--- src/rtl/fpu_mul_arbiter.sv ---
// ---------------------------------------------------------------------------
// fpu_mul_arbiter : two-requester round-robin front end for a shared FP
//                   multiplier, with rounding-mode resolution and watchdog.
// Revision: 1.0
// ---------------------------------------------------------------------------
`default_nettype none

module fpu_mul_arbiter #(
   parameter int TAG_W    = 4,
   parameter int WDOG_CYC = 64
) (
   input  logic             clk,
   input  logic             rst_n,

   input  logic             req0_valid_i,
   output logic             req0_ready_o,
   input  logic [31:0]      req0_a_i,
   input  logic [31:0]      req0_b_i,
   input  logic [2:0]       req0_rm_i,
   input  logic [TAG_W-1:0] req0_tag_i,

   input  logic             req1_valid_i,
   output logic             req1_ready_o,
   input  logic [31:0]      req1_a_i,
   input  logic [31:0]      req1_b_i,
   input  logic [2:0]       req1_rm_i,
   input  logic [TAG_W-1:0] req1_tag_i,

   input  logic [2:0]       frm_i,

   output logic             mul_start_o,
   output logic [31:0]      mul_a_o,
   output logic [31:0]      mul_b_o,
   output logic [2:0]       mul_rm_o,
   input  logic [31:0]      mul_result_i,
   input  logic [3:0]       mul_flags_i,
   input  logic             mul_done_i,

   output logic             resp_valid_o,
   input  logic             resp_ready_i,
   output logic             resp_id_o,
   output logic [TAG_W-1:0] resp_tag_o,
   output logic [31:0]      resp_result_o,
   output logic [4:0]       resp_flags_o
);

   localparam int          CNT_W = $clog2(WDOG_CYC + 1);
   localparam logic [31:0] QNAN  = 32'h7FC0_0000;

   typedef enum logic [1:0] {
      S_IDLE  = 2'd0,
      S_ISSUE = 2'd1,
      S_BUSY  = 2'd2,
      S_RESP  = 2'd3
   } state_t;

   state_t             state_q, state_d;
   logic               rr_q, rr_d;
   logic [CNT_W-1:0]   wdog_q, wdog_d;
   logic [31:0]        a_q, a_d;
   logic [31:0]        b_q, b_d;
   logic [2:0]         rm_q, rm_d;
   logic [TAG_W-1:0]   tag_q, tag_d;
   logic               id_q, id_d;
   logic [31:0]        result_q, result_d;
   logic [4:0]         flags_q, flags_d;

   logic               grant_id;
   logic [2:0]         sel_rm;
   logic [2:0]         eff_rm;

   // rr_q names the requester that wins the next tie.
   always_comb begin
      grant_id = (req0_valid_i && req1_valid_i) ? rr_q : req1_valid_i;
      sel_rm   = grant_id ? req1_rm_i : req0_rm_i;
      eff_rm   = (sel_rm == 3'b111) ? frm_i : sel_rm;
   end

   always_comb begin
      state_d      = state_q;
      rr_d         = rr_q;
      wdog_d       = wdog_q;
      a_d          = a_q;
      b_d          = b_q;
      rm_d         = rm_q;
      tag_d        = tag_q;
      id_d         = id_q;
      result_d     = result_q;
      flags_d      = flags_q;
      req0_ready_o = 1'b0;
      req1_ready_o = 1'b0;

      case (state_q)
         S_IDLE: begin
            if (req0_valid_i || req1_valid_i) begin
               req0_ready_o = ~grant_id;
               req1_ready_o = grant_id;
               a_d   = grant_id ? req1_a_i   : req0_a_i;
               b_d   = grant_id ? req1_b_i   : req0_b_i;
               tag_d = grant_id ? req1_tag_i : req0_tag_i;
               rm_d  = eff_rm;
               id_d  = grant_id;
               rr_d  = ~grant_id;
               if (eff_rm == 3'b101 || eff_rm == 3'b110) begin
                  result_d = QNAN;
                  flags_d  = 5'b01000;
                  state_d  = S_RESP;
               end else begin
                  state_d  = S_ISSUE;
               end
            end
         end
         S_ISSUE: begin
            wdog_d  = '0;
            state_d = S_BUSY;
         end
         S_BUSY: begin
            wdog_d = wdog_q + 1'b1;
            // A completion arriving on the expiry cycle still wins.
            if (mul_done_i) begin
               result_d = mul_result_i;
               flags_d  = {1'b0, mul_flags_i};
               state_d  = S_RESP;
            end else if (wdog_q == CNT_W'(WDOG_CYC - 1)) begin
               result_d = QNAN;
               flags_d  = 5'b10000;
               state_d  = S_RESP;
            end
         end
         S_RESP: begin
            if (resp_ready_i) begin
               state_d = S_IDLE;
            end
         end
         default: state_d = S_IDLE;
      endcase
   end

   always_ff @(posedge clk or negedge rst_n) begin
      if (!rst_n) begin
         state_q  <= S_IDLE;
         rr_q     <= 1'b0;
         wdog_q   <= '0;
         a_q      <= '0;
         b_q      <= '0;
         rm_q     <= '0;
         tag_q    <= '0;
         id_q     <= 1'b0;
         result_q <= '0;
         flags_q  <= '0;
      end else begin
         state_q  <= state_d;
         rr_q     <= rr_d;
         wdog_q   <= wdog_d;
         a_q      <= a_d;
         b_q      <= b_d;
         rm_q     <= rm_d;
         tag_q    <= tag_d;
         id_q     <= id_d;
         result_q <= result_d;
         flags_q  <= flags_d;
      end
   end

   assign mul_start_o   = (state_q == S_ISSUE);
   assign mul_a_o       = a_q;
   assign mul_b_o       = b_q;
   assign mul_rm_o      = rm_q;
   assign resp_valid_o  = (state_q == S_RESP);
   assign resp_id_o     = id_q;
   assign resp_tag_o    = tag_q;
   assign resp_result_o = result_q;
   assign resp_flags_o  = flags_q;

endmodule

`default_nettype wire

--- config.mk ---
export PLATFORM = sky130hd
export DESIGN_NAME = fpu_mul_arbiter
export DESIGN_NICKNAME = d
export VERILOG_FILES = /design/src/rtl/fpu_mul_arbiter.sv
export SDC_FILE = /design/constraint.sdc
export NUM_CORES = 1
export LEC_CHECK = 0
export CORE_UTILIZATION = 42
export DETAILED_ROUTE_END_ITERATION = 8
export PLACE_DENSITY_LB_ADDON = 0.3
export SKIP_CTS_REPAIR_TIMING = 1
export SLEW_MARGIN = 10
export SYNTH_ARGS = -nofsm -noshare
export SYNTH_HDL_FRONTEND = slang
export SYNTH_SLANG_ARGS = --single-unit
--- constraint.sdc ---
create_clock -name clk -period 2.4 [get_ports clk]
set_clock_uncertainty 0.1 [all_clocks]
set_input_delay 0.36 -clock clk [delete_from_list [all_inputs] [get_ports clk]]
set_output_delay 0.36 -clock clk [all_outputs]
set_load 0.005 [all_outputs]
### Word-level counts from Yosys, hierarchy flattened

Cells that the tools add are included.

* flip-flop bits (word level): 119
* bits in latches: 0
* bits in writable memories: 0
* bits in read-only memories: 0
* output and inout port bits: 113
* logic and storage cells: 59
* memories kept: 0

* add/sub/neg operators: 1
* multiply operators: 0
* div/mod/pow operators: 0
* order comparisons: 0
* equality and inequality tests: 11
* shift-type cells: 0
* multiplexer cells: 27
* bitwise gates (word level): 1
* reduce and logical (&&, ||, !) cells: 9

Operators with widths (number)
* 32-bit two-way mux: 6
* 32-bit one-hot mux with 2 select lines: 1
* 5-bit two-way mux: 4
* 7-bit one-hot mux with 2 select lines: 1
* 2-bit two-way mux: 5
* 5-bit one-hot mux with 2 select lines: 1
* 3-bit == test (second input constant): 3
* 2-bit one-hot mux with 4 select lines: 1
* 7-bit by 1-bit adder with 7-bit output (second input constant): 1
* 7-bit by 6-bit == test with 1-bit output (second input constant): 1
* 3-bit two-way mux: 2
* 1-bit two-way mux: 5
* 2-bit == test (second input constant): 2
* 4-bit two-way mux: 1
* 2-bit != test (second input constant): 2
* 4-bit AND reduction: 1
* 2-bit nonzero test: 2
* 3-bit != test (second input constant): 1
* 3-bit AND reduction: 1
* 2-bit by 1-bit == test with 1-bit output (second input constant): 1
* 2-bit logical NOT: 1
* 1-bit logical OR: 2
* 2-bit by 1-bit != test with 1-bit output (second input constant): 1
* 2-bit AND reduction: 1
* 2 further kinds: 2

### Longest topological paths before layout

Gate-level depths: netlist of the first run.

* depth in word-level cells: 10
* mapped depth: 9

### Worst setup path after synthesis of the first run

OpenSTA, ideal clock, no wires.

* kind: reg-to-output
* from: reg state_q[0]
* to: out req1_ready_o
* arrival time: 1494 ps
* data required time: 1940 ps
* setup slack: 446 ps
* stages on the path, launching flop included: 7
* cells stage by stage: dfrtp_1 -> inv_1 -> ha_1 -> inv_1 -> clkbuf_1 -> nor2_1 -> buf_2

* word-level cells in the longest chain between the ends: 2

Ends and longest elaborated chain
* start, declared: line 57 `state_t state_q, state_d;`
* start signal, assigned: line 152 `state_q <= state_d;`
* 2-bit logical NOT: line 93 `case (state_q)`
* 1-bit two-way mux: line 93
* end, declared: line 23 `output logic req1_ready_o,`

No other way between the ends.

### Worst setup path after layout of the first run

* from: reg wdog_q[0]
* to: reg result_q[13], in the netlist resp_result_o[13]

* word-level cells in the longest chain between the ends: 3

Ends and longest elaborated chain
* start, declared: line 59 `logic [CNT_W-1:0] wdog_q, wdog_d;`
* start signal, assigned: line 154 `wdog_q <= wdog_d;`
* 7-bit by 6-bit == test with 1-bit output: line 124 `end else if (wdog_q == CNT_W'(WDOG_CYC - 1)) begin`
* 3-bit != test (no source line)
* 4-bit AND reduction (no source line)
* end signal, assigned: line 160 `result_q <= result_d;`
* end, declared: line 65 `logic [31:0] result_q, result_d;`

No other way between the ends.
A chain may end at the register's enable or synchronous reset.

==> summary.md, run 1 <==
| Metric | Value |
|---|---|
| Max-slew violation count | `0` |
| Diodes inserted | `0` |
| Gr usage total | `27.28%` |
| Startpoint class of the critical path | `flip-flop` |
| Die X | `124.5 um` |
| Final Setup Violations | `0` |
| Highest Clock Rate | `468.4 MHz` |
| Cell Area, Placed | `0.009533 sq mm` |
| Total core area | `0.01459 sq mm` |
| Die Footprint | `0.01550 sq mm` |
| Final setup TNS | `0 ps` |
| Vias in the first global route | `6116` |
| Met2 routed WL | `10280 um` |
| Drt initial violations | `446` |
| CP arrival | `2320 ps` |
| Io pins | `300` |
| Clk_lat worst skew | `420 ps` |
| Nets | `1164` |
| Pwr dens | `1194 mW/mm^2` |
| CTS tree | `done` |
| Worst slew pin tran | `590.1 ps` |
| Maximum buffer depth of the clock tree | `2` |
| First-pass iteration count of the detailed router | `5` |
| Wire length per cell | `17.84 um` |
| Reg2reg path depth | `7` |
| CTS clk-pin slew, worst paths | `50 ps` |
| Setup WS pre-CTS | `33.16 ps` |
| Synth Register Bits | `119` |
| Total grt overflow | `0` |
| Input/output buffers | `299` |
| H-tree levels | `4` |
| Clock sink count | `119` |
| Most common cell after layout, fill and taps aside | `clkdlybuf4s50_1` |
| Vias | `6403` |
| Min Tclk post-route | `2135 ps` |
| GP Congestion | `0.7946` |
| Mapped Area | `0.006301 sq mm` |
| Detailed Place HPWL | `14640 um` |
| Drt drc | `0` |
| Cell total after placement | `1136` |
| WL met3 | `1872 um` |
| Total power | `12.06 mW` |
| Synthesis Warnings | `0` |
| Top layer used by detailed routing | `met4` |
| Layout cells sized above 1 | `6.415%` |
| Setup CP Type | `reg2reg` |
| VDD IR-drop max | `0.7280 mV` |
| Type of the worst min-delay path | `reg2reg` |
| ANT nets after route | `0` |
| Worst setup margin | `264.9 ps` |
| Layout Cells excl Fill | `1166` |
| Wl on met1 | `8404 um` |
| Crit-path max FO | `13` |
| Avg Cell Area, Syn | `9.132 sq um` |
| Layout Utilization | `69.24%` |
| Core Rows | `44` |
| Hold_ws | `361.6 ps` |
| Max Cap Violations | `0` |
| Most frequent cells in the layout | `296 x clkdlybuf4s50_1, 119 x dfrtp_1, 118 x nand2_1, 74 x nand3_1, 67 x o21ai_0` |
| Largest net degree at the start of global routing | `110` |
| Initial Util | `43.19%` |
| Vias/cell | `5.491` |
| CP endpoint kind | `flip-flop` |
| Global-route wire length before repair | `33400 um` |
| Slew HR | `60.16%` |
| Root Driver | `clkbuf_16` |
| RSZ-0062 raised after global routing | `false` |
| Syn Nets | `882` |
| Status | `completed` |
| Post-route cell area | `0.01010 sq mm` |
| Hold Violations, Final | `0` |
| P&R area growth vs syn | `60.31%` |
| Die Y | `124.5 um` |
| Post-Syn Instances | `690` |
| Initial antenna violation count | `0` |
| Leak | `4.322 nW` |
| Tcrit/Tclk final | `88.96%` |
| Netlist cell types | `39` |
| Sequential share of the synthesized area | `47.26%` |
| Inserted Clock Buffers | `17` |
| WP data required | `2580 ps` |
| Worst hold stages | `2` |
| Routed wire length | `20810 um` |
==> power breakdown <==
group | internal (mW) | switching (mW) | total (mW)
Clock | 1.51 | 0.868 | 2.38
Combinational | 3.23 | 2.86 | 6.09
Sequential | 2.95 | 0.638 | 3.59
==> Yosys cell counts <==
cell type  count  area, sq um
nand4_1        1        6.260
clkbuf_1      38        142.6
o22ai_1        1        6.260
ha_1           5        62.56
nor3b_1        1        7.510
a22o_1         1        8.760
a32o_1        26        260.3
or3_1         11        68.82
a221o_1        1        10.01
nor2_2         1        6.260
buf_1          1        3.750
a211oi_1       9        67.56
a31oi_1       28        175.2
nand2_1      118        442.9
o311ai_0       1        8.760
buf_2         17        85.08
xor2_1         2        17.52
nor2_1        21        78.83
a21o_1         3        22.52
dfrtp_1      119         2978
or3b_2         1        8.760
o211ai_1      27        202.7
and3_1        10        62.56
a21oi_1        5        25.02
o32a_4         1        22.52
mux2_2         1        11.26
o21ai_0       68        340.3
o21ai_2        1        8.760
a2111oi_0      1        8.760
o311a_1        1        10.01
a211o_1        1        8.760
mux2i_1       35        350.3
nor2b_1        4        25.02
buf_4          3        22.52
buf_6          4        45.04
nand3_1       74        370.4
a22oi_1       35        262.8
nand3b_1       2        15.01
inv_1         11        41.29
==> area by class of cell <==
type | instances | area [sq um]
clock buffer | 25 | 495.5
timing repair buffer | 326 | 3288
inverter | 11 | 41.29
sequential | 119 | 2978
tap | 184 | 230.2
multi-input combinational | 497 | 3023
clock inverter | 4 | 45.04
fill | 1168 | 4488
==> routing by layer <==
layer / GRT usage, % / up-vias
met4: 7.016 / 0
li1: - / 3099
met2: 44.23 / 262
met3: 9.837 / 17
met5: 0 / -
met1: 34.38 / 3025
==> critical path, cell delays in order, from the launching register on <==
cell and delay [ps]:
dfrtp_1 380, ha_1 220, nand3_1 110, o311a_2 480, buf_4 230, a32o_1 210, a31oi_1 150, o211ai_1 110
==> final timing paths <==
| path | startpoint | to | slack [ps] |
|---|---|---|---|
| max in group asynchronous | rst_n | mul_rm_o[0] | 1160 |
| setup / recovery | wdog_q[0] | resp_result_o[13] | 260 |
| setup reg to reg | wdog_q[0] | resp_result_o[13] | 260 |
| min in group asynchronous | rst_n | resp_result_o[17] | 370 |
| hold reg to reg | mul_b_o[2] | mul_b_o[2] | 360 |
| hold / removal | mul_b_o[2] | mul_b_o[2] | 360 |
==> registers in the layout (all words and copies together), names as in the netlist <==
name,flops
mul_a_o,32
mul_b_o,32
mul_rm_o,3
resp_flags_o,5
resp_id_o,1
resp_result_o,32
resp_tag_o,4
rr_q,1
state_q,2
wdog_q,7
==> logic make-up after synthesis <==
logic type,after synthesis,synth area share [%]
buffers and inverters,74,5.401
and+or+nand+nor,244,17.34
adders and majority gates,5,0.9929
AOI/OAI and AO/OA,210,22.99
DFF,119,47.26
xor gates and xnor gates,2,0.2780
muxes,36,5.739
Power figures use the tool's default switching activity.
==> inputs of run 2 (changes only) <==
--- a/config.mk
+++ b/config.mk
@@ -5,6 +5,7 @@
 export SDC_FILE = /design/constraint.sdc
 export NUM_CORES = 1
 export LEC_CHECK = 0
+export CORE_ASPECT_RATIO = 1.2
 export CORE_UTILIZATION = 42
 export DETAILED_ROUTE_END_ITERATION = 8
 export PLACE_DENSITY_LB_ADDON = 0.3
==> run 2 against run 1 <==
Net effect: fmax decreased by 4.0%; register-to-register slack worse by 90 ps; global-route usage decreased by 0.074 points; sequential power about the same; sequential share of layout area shrank 0.49 points; count of clock-buffer cells in the layout shrank 6; utilization increased by 1.4 points; total power increased by 5.0%; final cell count is 1.5% higher; non-clock buffer count decreased by 1; sequential cell count unchanged; cell area is 1.7% higher; critical path type unchanged; critical endpoint is now resp_result_o[7]; highest routed layer is now met5.
==> summary.md, run 2 (synthesis gave the netlist of run 1 again) <==
| Metric | Value |
|---|---|
| Status | `completed` |
| Initial antenna violation count | `2 (+2)` |
| Min Tclk post-route | `2224 ps (+88.54 ps)` |
| Hold Violations, Final | `0 (unchanged)` |
| Largest net degree at the start of global routing | `72 (-35%)` |
| Layout Cells excl Fill | `1184 (+1.5%)` |
| Maximum buffer depth of the clock tree | `2 (unchanged)` |
| Pwr dens | `1232 mW/mm^2 (+3.2%)` |
| Nets | `1163 (-0.086%)` |
| Worst reg2reg startpoint | `state_q[0]` |
| Max Cap Violations | `0 (unchanged)` |
| Worst slew pin tran | `519.6 ps (-70.43 ps)` |
| Comb pwr share | `49.1% (-1.4 points)` |
| Setup CP Type | `reg2reg` |
| WP data required | `2570 ps (about the same)` |
| Global-route wire length before repair | `32610 um (-2.4%)` |
| Input/output buffers | `299 (unchanged)` |
| GP Congestion | `0.7840 (-1.3%)` |
| Part of the power in registers | `28.5% (-1.3 points)` |
| Total core area | `0.01453 sq mm (-0.38%)` |
| Most common cell after layout, fill and taps aside | `clkdlybuf4s50_1` |
| Startpoint class of the critical path | `flip-flop` |
| Crit-path max FO | `18 (+5)` |
| Clk_lat worst skew | `400 ps (-20 ps)` |
| Vias/cell | `5.539 (+0.86%)` |
| H-tree levels | `4 (unchanged)` |
| Tcrit/Tclk final | `92.65% (+3.7 points)` |
| ANT nets after route | `0 (unchanged)` |
| CP arrival | `2400 ps (+80 ps)` |
| Flop2flop setup slack | `180 ps (-90 ps)` |
| Drt initial violations | `627 (+41%)` |
| Die X | `113.8 um (-8.6%)` |
| Cell total after placement | `1151 (+1.3%)` |
| Worst Hold Launch | `mul_b_o[15]` |
| Clock share of power | `22.4% (+2.7 points)` |
| Vias in the first global route | `6247 (+2.1%)` |
| Diodes inserted | `0 (unchanged)` |
| Type of the worst min-delay path | `reg2reg` |
| Routed wire length | `21110 um (+1.4%)` |
| Die Footprint | `0.01550 sq mm (about the same)` |
| Vias | `6558 (+2.4%)` |
| Reg2reg path depth | `7 (unchanged)` |
| Total grt overflow | `0 (unchanged)` |
| Leak | `4.377 nW (+1.3%)` |
| Die Y | `136.2 um (+9.4%)` |
| Inserted Clock Buffers | `17 (unchanged)` |
| Wire length per cell | `17.83 um (about the same)` |
| Detailed Place HPWL | `14860 um (+1.5%)` |
| RSZ-0062 raised after global routing | `false` |
| Worst hold stages | `2 (unchanged)` |
| CTS tree | `done` |
| Clock sink count | `119 (unchanged)` |
| Core Rows | `48 (+9.1%)` |
| Critical R2R Capture | `resp_result_o[7]` |
| Root Driver | `clkbuf_16` |
| CTS clk-pin slew, worst paths | `60 ps (about the same)` |
| Most frequent cells in the layout | `296 x clkdlybuf4s50_1, 119 x dfrtp_1, 117 x nand2_1, 74 x nand3_1, 67 x o21ai_0` |
| Io pins | `300 (unchanged)` |
| Highest Clock Rate | `449.7 MHz (-4.0%)` |
| Gr usage total | `27.21% (-0.074 points)` |
| Max-slew violation count | `0 (unchanged)` |
| Hold path endpoint | `mul_b_o[15]` |
| Initial Util | `43.35% (+0.16 points)` |
| Psw | `4.540 mW (+3.9%)` |
| Drt drc | `0 (unchanged)` |
| Slew HR | `65.36% (+5.2 points)` |
| Final setup TNS | `0 ps (unchanged)` |
| First-pass iteration count of the detailed router | `5 (unchanged)` |
| Final Setup Violations | `0 (unchanged)` |
| VDD IR-drop max | `0.6645 mV (-8.7%)` |
| Layout cells sized above 1 | `7.215% (+0.80 points)` |
| Total power | `12.66 mW (+5.0%)` |
| Sw frac | `35.87% (-0.37 points)` |
| Int Power | `8.119 mW (+5.6%)` |
| CP endpoint kind | `flip-flop` |
| P&R area growth vs syn | `63.03%` |
-- run 2: worst max path at each step --
| stage | start | to | slack (ps) | cells past startpoint |
|---|---|---|---|---|
| 6_report | state_q[0] | resp_result_o[7] | 180 | 7 |
| 5_1_grt | state_q[0] | resp_result_o[29] | 30 | 7 |
| 4_1_cts | state_q[0] | req1_ready_o | -170 | 5 |
| 3_5_place_dp | frm_i[0] | resp_result_o[29] | 50 | 7 |
| 3_3_place_gp | req1_valid_i | resp_result_o[30] | 80 | 7 |
| 2_1_floorplan | state_q[0] | req1_ready_o | 450 | 6 |
-- run 2: critical path, cell delays in order, from the launching register on --
cell,delay [ps]
dfrtp_1,420
inv_2,100
ha_1,450
inv_1,230
buf_4,260
buf_4,220
a31oi_1,170
o211ai_1,120
-- run 2: power by group through the flow --
stage | Clock, mW | Sequential (mW) | Combinational [mW]
finish | 2.84 | 3.61 | 6.21
global route | 2.98 | 3.74 | 6.81
CTS | 2.87 | 3.60 | 6.18
detailed placement | 0 | 3.60 | 6.15
global placement | 0 | 3.58 | 6.00
floorplan | 0 | 3.61 | 2.97
-- run 2: stage by stage --
step                      hold WS, ps  util (%)  setup WS [ps]  cell area, sq um
final                           363.1     70.68          176.4             10270
after detailed placement        262.1     65.97          50.86              9588
after global routing            389.7     70.68          29.82             10270
after global placement          257.1     65.97          82.32              9588
after floorplan                -35.59         -          446.4              6301
after CTS                      -171.2     70.47         -168.9             10240
-- run 2: final cells by class --
class                   instances  area, sq um
clock buffers                  19        452.9
clock inverters                13        201.4
fillers                      1140         4262
inverters                      11        41.29
multi-input cells             497         3030
flip-flops and latches        119         2978
well taps                     200        250.2
repair buffers                325         3318
-- run 2: routing by layer --
layer | part of all wire, % | global-route usage [%]
met2 | 48 | 44.58
met1 | 39 | 33.25
met5 | 0.10 | 0
met4 | 3.0 | 9.740
met3 | 9.5 | 9.407
